### config.mk
export PLATFORM = sky130hd
export DESIGN_NAME = fb_arbiter_flat
export DESIGN_NICKNAME = d
export VERILOG_FILES = /design/src/rtl/fb_arbiter_if.sv /design/src/rtl/fb_arbiter.sv /design/src/flat_wrapper.sv
export SDC_FILE = /design/constraint.sdc
export NUM_CORES = 1
export LEC_CHECK = 0
export BUFFER_PORTS_ARGS = -buffer_cell sky130_fd_sc_hd__buf_4
export CORE_MARGIN = 3
export CORE_UTILIZATION = 50
export DETAILED_ROUTE_END_ITERATION = 8
export PLACE_DENSITY_LB_ADDON = 0.08
export SLEW_MARGIN = 20
export SYNTH_ARGS = -nofsm -noshare
export SYNTH_HDL_FRONTEND = slang
export SYNTH_SLANG_ARGS = --single-unit
### constraint.sdc
create_clock -name clk -period 3 [get_ports clk]
set_input_delay 0.75 -clock clk [delete_from_list [all_inputs] [get_ports clk]]
set_output_delay 0.75 -clock clk [all_outputs]
set_load 0.01 [all_outputs]
### src/rtl/fb_arbiter_if.sv
`default_nettype none
// ============================================================================
// fb_arbiter_if : request, response and RAM-side bundle of the framebuffer arbiter
// Rev 1.0
// ============================================================================
interface fb_arbiter_if #(
  parameter int AW = 14,
  parameter int DW = 6
);
  logic          scan_req;
  logic [AW-1:0] scan_addr;
  logic [DW-1:0] scan_rdata;
  logic          scan_rvalid;

  logic          wr_valid;
  logic          wr_ready;
  logic [AW-1:0] wr_addr;
  logic [DW-1:0] wr_data;

  logic          clr_start;
  logic [DW-1:0] clr_color;
  logic          clr_busy;

  logic          mem_en;
  logic          mem_we;
  logic [AW-1:0] mem_addr;
  logic [DW-1:0] mem_wdata;
  logic [DW-1:0] mem_rdata;

  modport master (
    output scan_req, scan_addr, wr_valid, wr_addr, wr_data,
           clr_start, clr_color, mem_rdata,
    input  scan_rdata, scan_rvalid, wr_ready, clr_busy,
           mem_en, mem_we, mem_addr, mem_wdata
  );

  modport slave (
    input  scan_req, scan_addr, wr_valid, wr_addr, wr_data,
           clr_start, clr_color, mem_rdata,
    output scan_rdata, scan_rvalid, wr_ready, clr_busy,
           mem_en, mem_we, mem_addr, mem_wdata
  );
endinterface
`default_nettype wire

### src/rtl/fb_arbiter.sv
`default_nettype none
// ============================================================================
// fb_arbiter : single-port framebuffer sharing (scanout > clear > write FIFO)
// Rev 1.0
// ============================================================================
module fb_arbiter #(
  parameter int AW         = 14,
  parameter int DW         = 6,
  parameter int FIFO_DEPTH = 4
) (
  input  logic        clk,
  input  logic        rst,
  fb_arbiter_if.slave bus
);
  localparam int              c_PW       = $clog2(FIFO_DEPTH);
  localparam logic [c_PW:0]   c_FULL     = (c_PW+1)'(FIFO_DEPTH);
  localparam logic [c_PW:0]   c_CNT_ONE  = (c_PW+1)'(1);
  localparam logic [c_PW-1:0] c_PTR_ONE  = c_PW'(1);
  localparam logic [AW-1:0]   c_ADDR_ONE = AW'(1);
  localparam logic [AW-1:0]   c_ADDR_END = {AW{1'b1}};

  typedef enum logic [1:0] {
    S_IDLE  = 2'd0,
    S_DRAIN = 2'd1,
    S_CLEAR = 2'd2
  } state_t;

  state_t r_state, w_state_nxt;

  logic [AW+DW-1:0] r_fifo [FIFO_DEPTH];
  logic [c_PW-1:0]  r_wr_ptr;
  logic [c_PW-1:0]  r_rd_ptr;
  logic [c_PW:0]    r_count;
  logic [AW-1:0]    r_clr_addr;
  logic [DW-1:0]    r_clr_color;
  logic             r_scan_rvalid;

  logic          w_empty;
  logic          w_full;
  logic          w_ready;
  logic          w_push;
  logic          w_pop;
  logic          w_scan_gnt;
  logic          w_clr_gnt;
  logic          w_fifo_gnt;
  logic          w_en;
  logic          w_we;
  logic [AW-1:0] w_addr;
  logic [DW-1:0] w_wdata;
  logic [AW-1:0] w_head_addr;
  logic [DW-1:0] w_head_data;

  assign w_empty = (r_count == '0);
  assign w_full  = (r_count == c_FULL);
  assign {w_head_addr, w_head_data} = r_fifo[r_rd_ptr];

  // Internal handshake is left ungated by rst; flops are held by the async
  // reset anyway, and only the external view is forced quiet during reset.
  assign w_ready = ~w_full & (r_state == S_IDLE);
  assign w_push  = bus.wr_valid & w_ready;
  assign w_pop   = w_fifo_gnt;

  // Grant, RAM mux and next-state decode.
  always_comb begin
    w_state_nxt = r_state;
    w_scan_gnt  = 1'b0;
    w_clr_gnt   = 1'b0;
    w_fifo_gnt  = 1'b0;
    w_en        = 1'b0;
    w_we        = 1'b0;
    w_addr      = w_head_addr;
    w_wdata     = w_head_data;

    if (bus.scan_req) begin
      w_scan_gnt = 1'b1;
      w_en       = 1'b1;
      w_addr     = bus.scan_addr;
    end else if (r_state == S_CLEAR) begin
      w_clr_gnt = 1'b1;
      w_en      = 1'b1;
      w_we      = 1'b1;
      w_addr    = r_clr_addr;
      w_wdata   = r_clr_color;
    end else if (!w_empty) begin
      w_fifo_gnt = 1'b1;
      w_en       = 1'b1;
      w_we       = 1'b1;
    end

    case (r_state)
      S_IDLE:  if (bus.clr_start) w_state_nxt = S_DRAIN;
      S_DRAIN: if (w_empty) w_state_nxt = S_CLEAR;
      S_CLEAR: if (w_clr_gnt && (r_clr_addr == c_ADDR_END)) w_state_nxt = S_IDLE;
      default: w_state_nxt = S_IDLE;
    endcase
  end

  always_ff @(posedge clk or posedge rst) begin
    if (rst) begin
      r_state <= S_IDLE;
    end else begin
      r_state <= w_state_nxt;
    end
  end

  always_ff @(posedge clk or posedge rst) begin
    if (rst) begin
      r_wr_ptr <= '0;
      r_rd_ptr <= '0;
      r_count  <= '0;
    end else begin
      if (w_push) r_wr_ptr <= r_wr_ptr + c_PTR_ONE;
      if (w_pop)  r_rd_ptr <= r_rd_ptr + c_PTR_ONE;
      case ({w_push, w_pop})
        2'b10:   r_count <= r_count + c_CNT_ONE;
        2'b01:   r_count <= r_count - c_CNT_ONE;
        default: r_count <= r_count;
      endcase
    end
  end

  always_ff @(posedge clk) begin
    if (w_push) r_fifo[r_wr_ptr] <= {bus.wr_addr, bus.wr_data};
  end

  // The clear address restarts on every DRAIN cycle so an aborted clear
  // never leaks its position into the next one.
  always_ff @(posedge clk or posedge rst) begin
    if (rst) begin
      r_clr_addr  <= '0;
      r_clr_color <= '0;
    end else begin
      if ((r_state == S_IDLE) && bus.clr_start) r_clr_color <= bus.clr_color;
      if (w_clr_gnt) begin
        r_clr_addr <= r_clr_addr + c_ADDR_ONE;
      end else if (r_state == S_DRAIN) begin
        r_clr_addr <= '0;
      end
    end
  end

  always_ff @(posedge clk or posedge rst) begin
    if (rst) begin
      r_scan_rvalid <= 1'b0;
    end else begin
      r_scan_rvalid <= w_scan_gnt;
    end
  end

  assign bus.scan_rdata  = bus.mem_rdata;
  assign bus.scan_rvalid = r_scan_rvalid;
  assign bus.wr_ready    = w_ready & ~rst;
  assign bus.clr_busy    = (r_state != S_IDLE);
  assign bus.mem_en      = w_en & ~rst;
  assign bus.mem_we      = w_we & ~rst;
  assign bus.mem_addr    = w_addr;
  assign bus.mem_wdata   = w_wdata;

endmodule
`default_nettype wire

### src/flat_wrapper.sv
// flat-port wrapper written by rule: the top's interface ports become plain ports
module fb_arbiter_flat 
#(
  parameter int AW         = 14,
  parameter int DW         = 6,
  parameter int FIFO_DEPTH = 4
)
  (clk, rst, bus_scan_req, bus_scan_addr, bus_wr_valid, bus_wr_addr, bus_wr_data, bus_clr_start, bus_clr_color, bus_mem_rdata, bus_scan_rdata, bus_scan_rvalid, bus_wr_ready, bus_clr_busy, bus_mem_en, bus_mem_we, bus_mem_addr, bus_mem_wdata);
  fb_arbiter_if #(.AW(AW), .DW(DW)) bus_i ();
  input  logic clk;
  input  logic rst;
  input wire logic [$bits(bus_i.scan_req)-1:0] bus_scan_req;
  input wire logic [$bits(bus_i.scan_addr)-1:0] bus_scan_addr;
  input wire logic [$bits(bus_i.wr_valid)-1:0] bus_wr_valid;
  input wire logic [$bits(bus_i.wr_addr)-1:0] bus_wr_addr;
  input wire logic [$bits(bus_i.wr_data)-1:0] bus_wr_data;
  input wire logic [$bits(bus_i.clr_start)-1:0] bus_clr_start;
  input wire logic [$bits(bus_i.clr_color)-1:0] bus_clr_color;
  input wire logic [$bits(bus_i.mem_rdata)-1:0] bus_mem_rdata;
  output wire logic [$bits(bus_i.scan_rdata)-1:0] bus_scan_rdata;
  output wire logic [$bits(bus_i.scan_rvalid)-1:0] bus_scan_rvalid;
  output wire logic [$bits(bus_i.wr_ready)-1:0] bus_wr_ready;
  output wire logic [$bits(bus_i.clr_busy)-1:0] bus_clr_busy;
  output wire logic [$bits(bus_i.mem_en)-1:0] bus_mem_en;
  output wire logic [$bits(bus_i.mem_we)-1:0] bus_mem_we;
  output wire logic [$bits(bus_i.mem_addr)-1:0] bus_mem_addr;
  output wire logic [$bits(bus_i.mem_wdata)-1:0] bus_mem_wdata;
  assign bus_i.scan_req = bus_scan_req;
  assign bus_i.scan_addr = bus_scan_addr;
  assign bus_i.wr_valid = bus_wr_valid;
  assign bus_i.wr_addr = bus_wr_addr;
  assign bus_i.wr_data = bus_wr_data;
  assign bus_i.clr_start = bus_clr_start;
  assign bus_i.clr_color = bus_clr_color;
  assign bus_i.mem_rdata = bus_mem_rdata;
  assign bus_scan_rdata = bus_i.scan_rdata;
  assign bus_scan_rvalid = bus_i.scan_rvalid;
  assign bus_wr_ready = bus_i.wr_ready;
  assign bus_clr_busy = bus_i.clr_busy;
  assign bus_mem_en = bus_i.mem_en;
  assign bus_mem_we = bus_i.mem_we;
  assign bus_mem_addr = bus_i.mem_addr;
  assign bus_mem_wdata = bus_i.mem_wdata;
  fb_arbiter #(.AW(AW), .DW(DW), .FIFO_DEPTH(FIFO_DEPTH)) u_core (.clk(clk), .rst(rst), .bus(bus_i));
endmodule
# Word level (Yosys, flattened, before mapping)
# Memories as Yosys holds them, arrays and structs flattened.
# Cells that the tools add are included.
# op_classes
add_sub_neg,5
bitwise,7
eq_ne,9
muxes,22
n_reduce_logical,8
# op_table
operator,count
14-bit two-way mux,4
"14-bit by 1-bit adder with 14-bit output, second input constant",1
"14-bit equality test, second input constant",1
6-bit two-way mux,2
1-bit two-way mux,11
2-bit two-way mux,3
2-bit one-hot mux with 3 select lines,1
3-bit one-hot mux with 2 select lines,1
2-bit nonzero test,3
1-bit AND,5
"2-bit by 1-bit adder with 2-bit output, second input constant",2
"2-bit by 1-bit equality test with 1-bit output, second input constant",2
"2-bit equality test, second input constant",2
"2-bit != test, second input constant",2
"3-bit by 1-bit adder with 3-bit output, second input constant",1
"3-bit equality test, second input constant",1
3-bit zero test,1
3-bit AND reduction,1
"3-bit by 1-bit subtractor with 3-bit output, second input constant",1
1-bit logical AND,2
2-bit zero test,1
"2-bit by 1-bit != test with 1-bit output, second input constant",1
1-bit inverter,2
# word_totals
reg_bits,30
mem_bits_rw,80
n_memories,1
in_bits,51
# memory_table
name,words,word_bits,read_ports,rd_clocked_by_memory_dff,write_ports,line_no,rtl
u_core.r_fifo,4,20,1,0,1,fb_arbiter.sv:30,logic [AW+DW-1:0] r_fifo [FIFO_DEPTH];

# Depth between registers and ports, before layout
# logic_depth
ltp_word,6
mapped_depth,10
mapped_depth_nobuf,10

# Least setup slack after synthesis
# No wires, ideal clock.
# synth_path
kind,input port to output port
startpoint,in rst
endpoint,out bus_wr_ready
required_ns,2.250
arrival_time_ns,1.669
path_slack_ns,0.581
stages,2
n_path_buf,0
path_cell_list,inv_1 > and2_1
# synth_via
elab_chain_cells,2
# synth_rtl
item,line_no,rtl
from (decl),flat_wrapper.sv:11,input logic rst;
1-bit inverter,fb_arbiter.sv:152,assign bus.wr_ready = w_ready & ~rst;
1-bit AND,fb_arbiter.sv:152,
to (decl),flat_wrapper.sv:22,output wire logic [$bits(bus_i.wr_ready)-1:0] bus_wr_ready;
# No other way between the ends.

# Final worst setup path
# layout_path
startpoint,reg u_core.r_state[1]
endpoint,out bus_mem_addr[2]
# layout_via
elab_chain_cells,3
# layout_rtl
item,line_no,rtl
from (decl),fb_arbiter.sv:28,"state_t r_state, w_state_nxt;"
from (signal assigned),fb_arbiter.sv:102,r_state <= w_state_nxt;
2-bit equality test,fb_arbiter.sv:78,end else if (r_state == S_CLEAR) begin
14-bit two-way mux,fb_arbiter.sv:78,
14-bit two-way mux,fb_arbiter.sv:74,if (bus.scan_req) begin
to (decl),flat_wrapper.sv:26,output wire logic [$bits(bus_i.mem_addr)-1:0] bus_mem_addr;
# No other way between the ends.

==> flow_summary.toml <==
[status]
outcome = "finished, final reports clean"

[power_and_ir_drop]
p_seq_share_pct = 45.4
finalPower_mw = 4.41
intPower_mw = 2.98
p_sw_share_pct = 32.6
leakage_nw = 2.21
ir_drop_mv = 0.427
p_per_area_nw_per_um2 = 785
pwr-share-comb_pct = 35.3
p_clk_share_pct = 19.3
netSwitchingPower_mw = 1.44

[worst_setup_path]
r2r-start = "u_core.r_state[1]"
cpPeakStageDelay_ns = 0.53
slowest_stage = "or2b_1"
cp-start-kind = "register"
path_max_fanout = 16
crit_family = "simple AND/OR/NAND/NOR gates"
critPathArrivalTime_ns = 1.94
cp_num_buf_inv = 1
startpoint = "u_core.r_state[1]"
worstPathCellList = "or2b_1 -> nand2_1 -> a2bb2oi_1 -> buf_4"
timing.rr.end = "u_core.r_count[2]"
end_kind = "output pin"
worstSetupPathType = "register to output pin"
crit_end = "bus_mem_addr[2]"
r2r_setup_slack_ns = 0.62
cp.depth = 4
reg2regPathDepth = 10
required_ns = 2.25

[grt]
grt_start_max_net_pins = 31
first_global_vias = 2883
grt_pass1_wl_mm = 16.0
grt_overflow = 0
antenna_found_initial = 0
grt_usage_pct = 19.3

[cts]
cts_tree = "done"
cts_sinks = 110
postCtsHoldBufs = 0
cts_setup_buffers = 0
h-tree-depth = 3
ctsLongestPathBuffers = 2
ctsResizeCount = 0
clk_pin_slew_ns = 0.11
cts-root-buf = "clkbuf_8"
cts_inserted_buffers = 9
insertion_delay_ns = 0.37

[layout]
num_antenna_cells = 0
layout-drive-gt1-share_pct = 32.1
fillers = 725
seqCellArea_um2 = 3150
post-route-util_pct = 60.9
area_growth_pct = 17.9
multiInputGateArea_um2 = 1480
nets = 446

[floorplan]
core_um2 = 9240
pin_count = 82
rows = 35
start_util_pct = 51.7
die_w_um = 104
fp.dieH_um = 104
die_area_um2 = 10800

[worst_hold_path]
holdCritPathClass = "input pin to async pin"

[routing]
vias = 2867
drc = 0
wl_per_cell_um = 18.7
ant_nets = 0
via_per_inst = 5.49
drt_wl_total_mm = 9.78
dr.first_iter.drc_count = 164
dr.pass1.iters = 4

[synthesis]
synthesis.nets = 377
async_reset_ff_share_pct = 27.3
synth_edf_count = 80
ys_seq_area_share_pct = 66.1
synth_top_flop_cell = "edfxtp_1"
yosys.area.top_type_share_pct = 50.3
synth_top_area_cell = "edfxtp_1"
synth_cells = 319
yosys_warnings = 0
ys_types = 48
netlist_top_cells_area = "edfxtp_1 (50%), dfrtp_1 (16%), mux4_2 (9.4%)"
yosys_register_bits = 110
syn-cell-area_um2 = 4770
avgSynthCellArea_um2 = 15.0

[timing]
fin_crit_sh_pct = 89.6
setup_viol = 0
min_period_ns = 2.69
worstMarginPinSlew_ns = 0.824
maxSlewHeadroom_pct = 44.7
rsz0062_at_grt = "no"
finClkSkew_ns = 0.0102
drv_slew = 0
fmax_mhz = 372
hold_viol = 0
tns_ns = 0
fin_ws_ns = 0.313
hold_ws_ns = 0.494

[placement]
place_ws_ns = 0.480
hpwl_mm = 6.65
gp_congestion = 0.862
io_buffers = 69

[flow_run]
maxCapViolations = 0
## layout by cell type (no fill, tap or decap), types with 5 or more instances in the layout
master / instances
and3_1: 5
clkbuf_8: 9
a2bb2oi_1: 14
nand2_1: 47
dfrtp_1: 30
mux2_2: 7
buf_4: 78
o21ai_0: 6
inv_1: 9
a21oi_1: 14
edfxtp_1: 80
mux4_2: 20
ha_1: 6
nand3_1: 5
nor2_1: 5
mux2i_1: 6
## how the worst min path moves through the flow
stage	endpoint	cells past startpoint	slack (ns)	start
floorplan	u_core.r_clr_addr[9]	1	0.46	u_core.r_clr_addr[9]
global route	u_core.r_wr_ptr[1]	3	0.52	rst
detailed placement	u_core.r_count[0]	1	0.49	u_core.r_count[0]
global placement	u_core.r_count[0]	1	0.49	u_core.r_count[0]
finish	u_core.r_clr_addr[5]	3	0.49	rst
CTS	u_core.r_wr_ptr[1]	3	0.49	rst
## worst min-delay path, stage by stage
cell and delay, ns:
buf_4 0.12, inv_1 0.06, buf_4 0.35
## flip-flops by register name, indices dropped and copies added (netlist names)
| signal | count |
|---|---|
| u_core.r_clr_addr | 14 |
| u_core.bus.scan_rvalid | 1 |
| u_core.r_state | 2 |
| u_core.r_wr_ptr | 2 |
| u_core.r_count | 3 |
| u_core.r_fifo | 80 |
| u_core.r_rd_ptr | 2 |
| u_core.r_clr_color | 6 |
## per-stage QoR
step                cell area [µm²]  std cells
floorplan                      4770        319
global placement               5440        506
detailed placement             5440        506
CTS                            5630        522
global route                   5630        522
finish                         5630        522
## power groups by stage
stage	combinational (mW)	sequential, mW	clock, mW
after floorplan	1.02	2.01	0
after global placement	1.57	2.03	0
after detailed placement	1.59	2.04	0
after CTS	1.59	2.01	0.880
after global routing	1.72	2.03	0.938
final	1.56	2.00	0.851
## cell type report
cell class / instances / share of cell area (%)
Clock buffer: 9 / 2.20
Clock inverter: 7 / 1.18
Inverter: 9 / 0.601
Multi-Input combinational cell: 179 / 26.3
Sequential cell: 110 / 56.0
Tap cell: 129 / 2.87
Timing Repair Buffer: 79 / 10.8
## layer usage
layer / part of all wire [%] / vias to the layer above / global-route usage (%)
li1: - / 1345 / -
met1: 45 / 1428 / 27.7
met2: 49 / 82 / 29.8
met3: 4.7 / 12 / 4.49
met4: 1.2 / 0 / 5.70
met5: 0 / - / 0
## cell usage after synthesis, types with 5 or more instances
| library cell | instances |
|---|---|
| a21oi_1 | 14 |
| dfrtp_1 | 30 |
| nand2_1 | 47 |
| inv_1 | 9 |
| edfxtp_1 | 80 |
| mux4_2 | 20 |
| a2bb2oi_1 | 14 |
| clkbuf_1 | 12 |
| o21ai_0 | 6 |
| ha_1 | 6 |
| mux2_2 | 7 |
| buf_4 | 6 |
| nand3_1 | 5 |
| mux2i_1 | 6 |
| nor2_1 | 5 |
| and3_1 | 5 |
## cell families after synthesis
kind of cell               Yosys count  synth area share (%)
DFF                                110                  66.1
and+or+nand+nor                     85                  8.81
AOI/OAI and AO/OA                   48                  6.79
muxes                               33                  12.3
buffers and inverters               30                  2.91
adders and majority gates            7                  1.99
xor gates and xnor gates             6                  1.10
(Power assumes the default switching activity.)
